==> config.mk <==
export PLATFORM = sky130hd
export DESIGN_NAME = tdm_demux_16
export DESIGN_NICKNAME = d
export VERILOG_FILES = /design/src/rtl/tdm_demux_16.sv
export SDC_FILE = /design/constraint.sdc
export NUM_CORES = 1
export LEC_CHECK = 0
export ABC_AREA = 1
export BUFFER_PORTS_ARGS = -buffer_cell sky130_fd_sc_hd__buf_4
export CORE_UTILIZATION = 49
export DETAILED_ROUTE_END_ITERATION = 7
export GPL_ROUTABILITY_DRIVEN = 0
export PLACE_DENSITY = 0.74
export REMOVE_ABC_BUFFERS = 1
export SLEW_MARGIN = 5
export SYNTH_ARGS = -nofsm -noshare
export SYNTH_HDL_FRONTEND = slang
export SYNTH_SLANG_ARGS = --single-unit
==> constraint.sdc <==
create_clock -name clk -period 2.2 [get_ports clk]
set_input_delay 0.44 -clock clk [delete_from_list [all_inputs] [get_ports clk]]
set_output_delay 0.44 -clock clk [all_outputs]
set_load 0.02 [all_outputs]
==> src/rtl/tdm_demux_16.sv <==
// tdm_demux_16: 16-slot TDM serial demultiplexer with frame alignment and sync checking
module tdm_demux_16 #(
    parameter bit SYNC_CHECK = 1'b1
) (
    input  logic        clk,
    input  logic        rst_n,
    input  logic        din,
    input  logic        din_valid,
    input  logic        frame_sync,
    output logic [15:0] route,
    output logic        route_valid,
    output logic [15:0] frame,
    output logic        frame_valid,
    output logic [3:0]  slot,
    output logic        sync_err
);
    localparam logic [0:0] HUNT = 1'b0;
    localparam logic [0:0] RUN  = 1'b1;

    logic [0:0]  state_q, state_d;
    logic [3:0]  slot_q, slot_d;
    logic [14:0] shadow_q, shadow_d;
    logic [15:0] route_q, route_d;
    logic        route_valid_q, route_valid_d;
    logic [15:0] frame_q, frame_d;
    logic        frame_valid_q, frame_valid_d;
    logic        sync_err_q, sync_err_d;
    logic        hunt, early, missing, accept, last;
    logic [3:0]  acc_slot;

    // Classify the sample and compute next state; an early sync restarts the frame at slot 0
    always_comb begin
        hunt          = state_q == HUNT;
        early         = !hunt && din_valid && frame_sync && slot_q != 4'd0;
        missing       = SYNC_CHECK && !hunt && din_valid && !frame_sync && slot_q == 4'd0;
        accept        = din_valid && (hunt ? frame_sync : !missing);
        acc_slot      = (hunt || early) ? 4'd0 : slot_q;
        last          = accept && acc_slot == 4'd15;
        shadow_d      = shadow_q;
        if (accept && !last)
            shadow_d[acc_slot] = din;
        route_d       = accept ? ({15'b0, din} << acc_slot) : 16'b0;
        route_valid_d = accept;
        frame_d       = last ? {din, shadow_q} : frame_q;
        frame_valid_d = last;
        sync_err_d    = early || missing;
        slot_d        = accept ? acc_slot + 4'd1 : slot_q;
        state_d       = missing ? HUNT : (accept ? RUN : state_q);
    end

    // State and output registers, cleared asynchronously
    always_ff @(posedge clk or negedge rst_n) begin
        if (!rst_n) begin
            state_q       <= HUNT;
            slot_q        <= 4'd0;
            shadow_q      <= 15'b0;
            route_q       <= 16'b0;
            route_valid_q <= 1'b0;
            frame_q       <= 16'b0;
            frame_valid_q <= 1'b0;
            sync_err_q    <= 1'b0;
        end else begin
            state_q       <= state_d;
            slot_q        <= slot_d;
            shadow_q      <= shadow_d;
            route_q       <= route_d;
            route_valid_q <= route_valid_d;
            frame_q       <= frame_d;
            frame_valid_q <= frame_valid_d;
            sync_err_q    <= sync_err_d;
        end
    end

    assign route       = route_q;
    assign route_valid = route_valid_q;
    assign frame       = frame_q;
    assign frame_valid = frame_valid_q;
    assign slot        = slot_q;
    assign sync_err    = sync_err_q;
endmodule

# Word level (Yosys, flattened, before mapping)
# Cells that the tools add are included.
[totals] output_inout_bits=39 regBits=55 in_bits=5
[classes] n_lt_le_gt_ge=2 n_eq_ne=1 add_sub_neg=1 n_reduce_logical=17 mux=8 bitwise_logic=1 shift=1
[ops] operator="two-way mux 16 bit" n=1
[ops] operator="left shift 1 x 4 -> 16 bit" n=1
[ops] operator="bitwise mux 15 bit" n=1
[ops] operator="logical AND 1 bit" n=9
[ops] operator="less-than comparator 4 x 5 -> 1 bit, second input constant" n=1
[ops] operator="adder 4 x 1 -> 4 bit, second input constant" n=1
[ops] operator="demux 1 bit (select 4 bit)" n=1
[ops] operator="equality test 4 bit, second input constant" n=1
[ops] operator="greater-or-equal comparator 4 x 1 -> 1 bit, second input constant" n=1
[ops] operator="logical NOT 4 bit" n=1
[ops] operator="two-way mux 1 bit" n=4
[ops] operator="two-way mux 4 bit" n=1
[ops] operator="nonzero test 4 bit" n=1
[ops] operator="logical NOT 1 bit" n=3
[ops] operator="logical OR 1 bit" n=2
[ops] operator="nonzero test 2 bit" n=1
[ops] operator="inverter 1 bit" n=1

# Longest topological paths before layout
# Gate-level depths: netlist of run 1.
[logic_depth] word_depth=10 depth_mapped=14

# Worst setup path after synthesis of run 1
# OpenSTA, ideal clock, no wires.
[synth_timing] kind="flip-flop to flip-flop" startpoint="register slot_q[2], in the netlist slot[2]" endpoint="register frame_q[0], in the netlist frame[0]" arrival_time_ps=2077 stages_incl_launch_ff=14 path_buffers=2 t_required_ps=2084 slack_ps=6 cell_sequence="dfrtp_1 buf_2 nor2_2 nand2_2 nand2_4 nand2_1 nor2_1 ha_1 inv_1 nor2_4 nand2_4 buf_4 nand2_1 nand2_1"
[synth_between] elab_chain_cells=6
[synth_rtl] element="start, declared" line_no="21" rtl="logic [3:0] slot_q, slot_d;"
[synth_rtl] element="start signal, assigned" line_no="64" rtl="slot_q <= slot_d;"
[synth_rtl] element="nonzero test 4 bit or logical NOT 4 bit (tied branches)" line_no="34, 35"
[synth_rtl] element="logical AND 1 bit (on tied branches)" line_no="34, 35"
[synth_rtl] element="logical OR 1 bit or logical NOT 1 bit (tied branches)" line_no="37, 36"
[synth_rtl] element="two-way mux 4 bit or two-way mux 1 bit (tied branches)" line_no="37, 36"
[synth_rtl] element="equality test 4 bit or logical AND 1 bit (tied branches)" line_no="38, 36"
[synth_rtl] element="logical AND 1 bit (*)" line_no="38" rtl="last = accept && acc_slot == 4'd15;"
[synth_rtl] element="end signal, assigned" line_no="68" rtl="frame_q <= frame_d;"
[synth_rtl] element="end, declared" line_no="25" rtl="logic [15:0] frame_q, frame_d;"
# Mark *: on every way between the ends. The rest lies on a longest branch, timed or not.
# A chain may end at the register's enable or synchronous reset.

# Final worst setup path of run 1
[layout_timing] startpoint="register slot_q[0], in the netlist slot[0]" endpoint="register frame_q[5], in the netlist frame[5]"
# Same word-level chain as after synthesis.

==> flow_metrics.env, run 1 <==
export IMPL_outcome="finished, final reports clean"
export IMPL_grtUsageTotal=0.200
export IMPL_cp_data_arrival_time_ns=2.22
export IMPL_slew_headroom=0.550
export IMPL_cts_tree="done"
export IMPL_finalHoldViolCount=0
export IMPL_grt_pass1_wl_um=7890
export IMPL_n_fill_cell=419
export IMPL_critPathSlowestCell="dfrtp_1"
export IMPL_p_clk_frac=0.214
export IMPL_finalMaxSlewViolations=0
export IMPL_critPathMaxStageDelay_ns=0.43
export IMPL_drv_cap=0
export IMPL_total_power_w=0.00302
export IMPL_mostFrequentLayoutCell="nand2_1"
export IMPL_clock_latency_ns=0.31
export IMPL_die_x_um=72
export IMPL_setup_violations=0
export IMPL_synth_seq_cells=55
export IMPL_intPower_w=0.00190
export IMPL_area_delta_synth_final_pct=20.9
export IMPL_power_density_mw_per_mm2=1040
export IMPL_wl_per_cell_um=12.2
export IMPL_syn_inst=268
export IMPL_hold_class="primary input to asynchronous set/reset pin"
export IMPL_post_place_ws_ns=0.144
export IMPL_worstPathCellList="nor2_2 > nand2_2 > nand2_4 > nand2_1 > nor2_1 > ha_1 > inv_1 > nor2_4 > nand2_4 > clkinv_4 > nand2_1 > nand2_1"
export IMPL_seqPwrFrac=0.425
export IMPL_port_buffers=43
export IMPL_dpl_cell_area_mm2=0.00280
export IMPL_p_leak_nw=1.55
export IMPL_hold_buffers=0
export IMPL_cp_max_fo=18
export IMPL_path_class="flip-flop to flip-flop"
export IMPL_finalNonFillerCells=383
export IMPL_cts_resized=0
export IMPL_finalCritPeriodShare=0.896
export IMPL_grt_max_degree=56
export IMPL_place_inst=376
export IMPL_drtIter0Drc=157
export IMPL_p_switching_w=0.00113
export IMPL_ant_nets=0
export IMPL_fin_nets=325
export IMPL_htree_levels=2
export IMPL_rsz0062_at_grt="false"
export IMPL_multi_input_area_um2=896
export IMPL_die_area_mm2=0.00518
export IMPL_synth_area_mm2=0.00240
export IMPL_worst_pin_slew_ns=0.675
export IMPL_required_ns=2.45
export IMPL_combPwrFrac=0.361
export IMPL_fin_crit_ns=1.97
export IMPL_routed_wl_um=4680
export IMPL_cts_sinks=55
export IMPL_tns_ns=0
export IMPL_fin_ws_ns=0.229
export IMPL_yosys_warnings=0
export IMPL_startpoint_type="flip-flop"
export IMPL_vias=1877
export IMPL_ys_seq_area_frac=0.573
export IMPL_io_pins=44
export IMPL_clockBufferDepth=2
export IMPL_start_util=0.508
export IMPL_critPathCaptureType="flip-flop"
export IMPL_dr_pass1_iters=4
export IMPL_vias_per_cell=4.90
export IMPL_grt_overflow_total=0
export IMPL_cts_made_buffers=5
export IMPL_ys_types=25
export IMPL_rows=25
export IMPL_regArea_mm2=0.00138
export IMPL_clk_pin_slew_ns=0.09
export IMPL_clockRootBuffer="clkbuf_8"
export IMPL_drive_above_1_share=0.231
export IMPL_die_h_um=72
export IMPL_ir_worst_vdd_uv=584
export IMPL_switching_share=0.373
export IMPL_core_mm2=0.00472
export IMPL_finClkSkew_ns=0.00500
export IMPL_grt_pass1_vias=1658
export IMPL_dp_hpwl_um=3200
export IMPL_diodes=0
export IMPL_drc=0
export IMPL_antenna_found_initial=0
export IMPL_fmax_ghz=0.507
export IMPL_avgSynthCellArea_um2=8.96
export IMPL_cts_setup_buffers=0
export IMPL_crit_top_cell="nand2_1"
export IMPL_design_area_mm2=0.00290
export IMPL_final_cell_mix="93 x nand2_1, 55 x dfrtp_1, 51 x buf_4, 32 x nor2_1, 30 x nand3_1"
==> area by class of cell <==
type,instances,area share
well taps,67,0.0289
repair buffers,51,0.132
clock buffers,5,0.0237
flip-flops and latches,55,0.474
clock inverters,2,0.0129
multi-input cells,189,0.309
inverters,14,0.0198
==> path summary, 6_finish.rpt <==
kind / slack [ns] / cells past startpoint / startpoint / end
max in group asynchronous: 1.59 / 1 / rst_n / slot[1]
min in group clk: 0.47 / 2 / shadow_q[13] / frame[13]
worst min-delay path: 0.16 / 1 / rst_n / frame[6]
worst min register to register: 0.47 / 2 / shadow_q[13] / frame[13]
worst max register to register: 0.23 / 12 / slot[0] / frame[5]
worst max-delay path: 0.23 / 12 / slot[0] / frame[5]
==> per-stage QoR <==
step            util  hold slack (ns)
6_report       0.615            0.156
5_1_grt        0.615            0.223
4_1_cts        0.615            0.182
3_5_place_dp   0.592            0.461
3_3_place_gp   0.592            0.458
2_1_floorplan      -            0.144
==> worst max-delay path: cells and delay by family (launching register included) <==
family | cells | cell delay, ns
buffers and inverters | 2 | 0.27
adder cells (fa/ha/maj) | 1 | 0.18
flip-flops | 1 | 0.43
AND/OR/NAND/NOR | 9 | 1.02
==> per-layer routing <==
| layer | track usage | wire length, um | vias to the layer above |
|---|---|---|---|
| met2 | 0.299 | 2090 | 55 |
| li1 | - | - | 942 |
| met4 | 0.0588 | 57 | 0 |
| met3 | 0.0458 | 218 | 5 |
| met5 | 0 | 0 | - |
| met1 | 0.294 | 2310 | 875 |
==> synth_stat cells <==
cell | number | area share
a21oi_1 | 2 | 0.0042
buf_2 | 3 | 0.0063
buf_4 | 2 | 0.0063
buf_6 | 3 | 0.014
clkbuf_1 | 2 | 0.0031
clkinv_4 | 1 | 0.0036
dfrtp_1 | 55 | 0.57
ha_1 | 4 | 0.021
inv_1 | 12 | 0.019
inv_2 | 1 | 0.0016
nand2_1 | 93 | 0.15
nand2_2 | 2 | 0.0052
nand2_4 | 2 | 0.0094
nand3_1 | 30 | 0.063
nand3_2 | 1 | 0.0042
nand4_1 | 5 | 0.013
nand4_4 | 1 | 0.0089
nor2_1 | 32 | 0.050
nor2_2 | 3 | 0.0078
nor2_4 | 2 | 0.0094
nor3_1 | 1 | 0.0021
nor3_2 | 2 | 0.0083
o211ai_1 | 1 | 0.0031
o21a_1 | 2 | 0.0063
o21ai_0 | 6 | 0.013
==> logic make-up after synthesis <==
kind of cell / count (synthesis) / share of synthesized area
compound gates: 11 / 0.0261
flops: 55 / 0.573
fa+ha+maj: 4 / 0.0208
simple gates: 174 / 0.326
buf+inv: 24 / 0.0537
==> state kept, by name, indices dropped and copies added, names as in the netlist <==
register,cells
frame,16
shadow_q,15
frame_valid,1
slot,4
route_valid,1
state_q,1
sync_err,1
route,16
==> power by group through the flow <==
stage / Clock, W / Combinational [W] / Sequential (W)
3_5_place_dp: 0 / 0.00109 / 0.00130
3_3_place_gp: 0 / 0.00107 / 0.00130
6_report: 0.000647 / 0.00109 / 0.00129
2_1_floorplan: 0 / 0.000553 / 0.00142
5_1_grt: 0.000701 / 0.00122 / 0.00131
4_1_cts: 0.000662 / 0.00109 / 0.00129
Power figures use the tool's default switching activity.
==> inputs of run 2 (changes only) <==
--- a/config.mk
+++ b/config.mk
@@ -8,8 +8,10 @@
 export ABC_AREA = 1
 export BUFFER_PORTS_ARGS = -buffer_cell sky130_fd_sc_hd__buf_4
 export CORE_UTILIZATION = 49
+export CTS_BUF_LIST = sky130_fd_sc_hd__clkbuf_4 sky130_fd_sc_hd__clkbuf_8 sky130_fd_sc_hd__clkbuf_16
 export DETAILED_ROUTE_END_ITERATION = 7
 export GPL_ROUTABILITY_DRIVEN = 0
+export MAX_ROUTING_LAYER = met4
 export PLACE_DENSITY = 0.74
 export REMOVE_ABC_BUFFERS = 1
 export SLEW_MARGIN = 5
==> flow_metrics.env, run 2 (synthesis gave the netlist of run 1 again) <==
export IMPL_utilization=0.615
export IMPL_clock_latency_ns=0.31
export IMPL_worst_path_buf_inv=2
export IMPL_drc=0
export IMPL_cts_setup_buffers=0
export IMPL_grtUsageTotal=0.206
export IMPL_vias_per_cell=4.89
export IMPL_vias=1872
export IMPL_power_density_mw_per_mm2=1040
export IMPL_outcome="finished, final reports clean"
export IMPL_crit_family="simple AND/OR/NAND/NOR gates"
export IMPL_die_x_um=72
export IMPL_startpoint_type="flip-flop"
export IMPL_diodes=0
export IMPL_critPathMaxStageDelay_ns=0.43
export IMPL_drive_above_1_share=0.231
export IMPL_grt_overflow_total=0
export IMPL_tns_ns=0
export IMPL_clk_pin_slew_ns=0.09
export IMPL_path_class="flip-flop to flip-flop"
export IMPL_slew_headroom=0.551
export IMPL_setup_violations=0
export IMPL_mostFrequentLayoutCell="nand2_1"
export IMPL_critPathCaptureType="flip-flop"
export IMPL_ant_nets=0
export IMPL_area_delta_synth_final_pct=20.9
export IMPL_crit_top_cell="nand2_1"
export IMPL_die_area_mm2=0.00518
export IMPL_fmax_ghz=0.507
export IMPL_dp_hpwl_um=3200
export IMPL_drtIter0Drc=157
export IMPL_routed_wl_um=4670
export IMPL_grt_pass1_wl_um=7900
export IMPL_final_cell_mix="93 x nand2_1, 55 x dfrtp_1, 51 x buf_4, 32 x nor2_1, 30 x nand3_1"
export IMPL_rows=25
export IMPL_cts_resized=0
export IMPL_wl_per_cell_um=12.2
export IMPL_clockBufferDepth=2
export IMPL_fin_nets=325
export IMPL_required_ns=2.45
export IMPL_ir_worst_vdd_uv=584
export IMPL_cts_tree="done"
export IMPL_cts_sinks=55
export IMPL_core_mm2=0.00472
export IMPL_finalHoldViolCount=0
export IMPL_worst_pin_slew_ns=0.673
export IMPL_hold_buffers=0
export IMPL_fin_crit_ns=1.97
export IMPL_hold_class="primary input to asynchronous set/reset pin"
export IMPL_start_util=0.508
export IMPL_cp_max_fo=18
export IMPL_critPathSlowestCell="dfrtp_1"
export IMPL_grt_pass1_vias=1646
export IMPL_clockRootBuffer="clkbuf_8"
export IMPL_io_pins=44
export IMPL_dr_pass1_iters=4
export IMPL_worstPathCellList="nor2_2 > nand2_2 > nand2_4 > nand2_1 > nor2_1 > ha_1 > inv_1 > nor2_4 > nand2_4 > clkinv_4 > nand2_1 > nand2_1"
export IMPL_grt_max_degree=56
export IMPL_cp_data_arrival_time_ns=2.22
export IMPL_finClkSkew_ns=0.00452
export IMPL_finalCritPeriodShare=0.896
export IMPL_port_buffers=43
export IMPL_rsz0062_at_grt="false"
export IMPL_antenna_found_initial=0
export IMPL_timing_hold_ws_ns=0.156
export IMPL_finalMaxSlewViolations=0
export IMPL_cts_made_buffers=5
export IMPL_p_leak_nw=1.55
export IMPL_htree_levels=2
export IMPL_die_h_um=72
export IMPL_drv_cap=0
## run 2: cell counts in the layout (fill, tap and decap cells not counted)
No cell type changed its count.
## run 2: worst register-to-register path: cells and delay by family (launching register included)
family,cells,cell delay (ns)
and+or+nand+nor,9,1.03
DFF,1,0.43
adders and majority gates,1,0.18
buffers and inverters,2,0.27
## run 2: final timing paths
check	to	cells after the start	slack [ns]	from
min in group clk	frame[13]	2	0.47	shadow_q[13]
worst max-delay path	frame[5]	12	0.23	slot[0]
worst min-delay path	frame_valid	1	0.16	rst_n
max in group asynchronous	slot[1]	1	1.59	rst_n
worst min register to register	frame[13]	2	0.47	shadow_q[13]
worst max register to register	frame[5]	12	0.23	slot[0]
## run 2: area by class of cell
cell class	instances	area, um^2
flip-flops and latches	55	1380
fillers	419	1820
inverters	14	57.6
repair buffers	51	383
well taps	67	83.8
clock inverters	2	37.5
multi-input cells	189	896
clock buffers	5	68.8
## run 2: metal layers
layer	track usage	share of wire	vias to the layer above
li1	-	-	943
met1	0.292	0.51	889
met2	0.300	0.45	35
met3	0.0458	0.030	5
met4	0.0588	0.010	0
met5	-	0	-
## run 2: per-stage QoR
| stage | setup WS [ns] | power, W | instance area (um^2) | cells |
|---|---|---|---|---|
| after floorplan | 0.102 | 0.00197 | 2330 | 258 |
| final | 0.228 | 0.00302 | 2900 | 383 |
| after global placement | 0.167 | 0.00238 | 2800 | 376 |
| after detailed placement | 0.144 | 0.00239 | 2800 | 376 |
| after global routing | 0.0436 | 0.00323 | 2900 | 383 |
| after CTS | 0.209 | 0.00304 | 2900 | 383 |
## run 2: where the power goes
| part | switching [W] | internal (W) |
|---|---|---|
| logic | 0.000714 | 0.000378 |
| registers | 0.0000994 | 0.00119 |
| clock network | 0.000313 | 0.000333 |
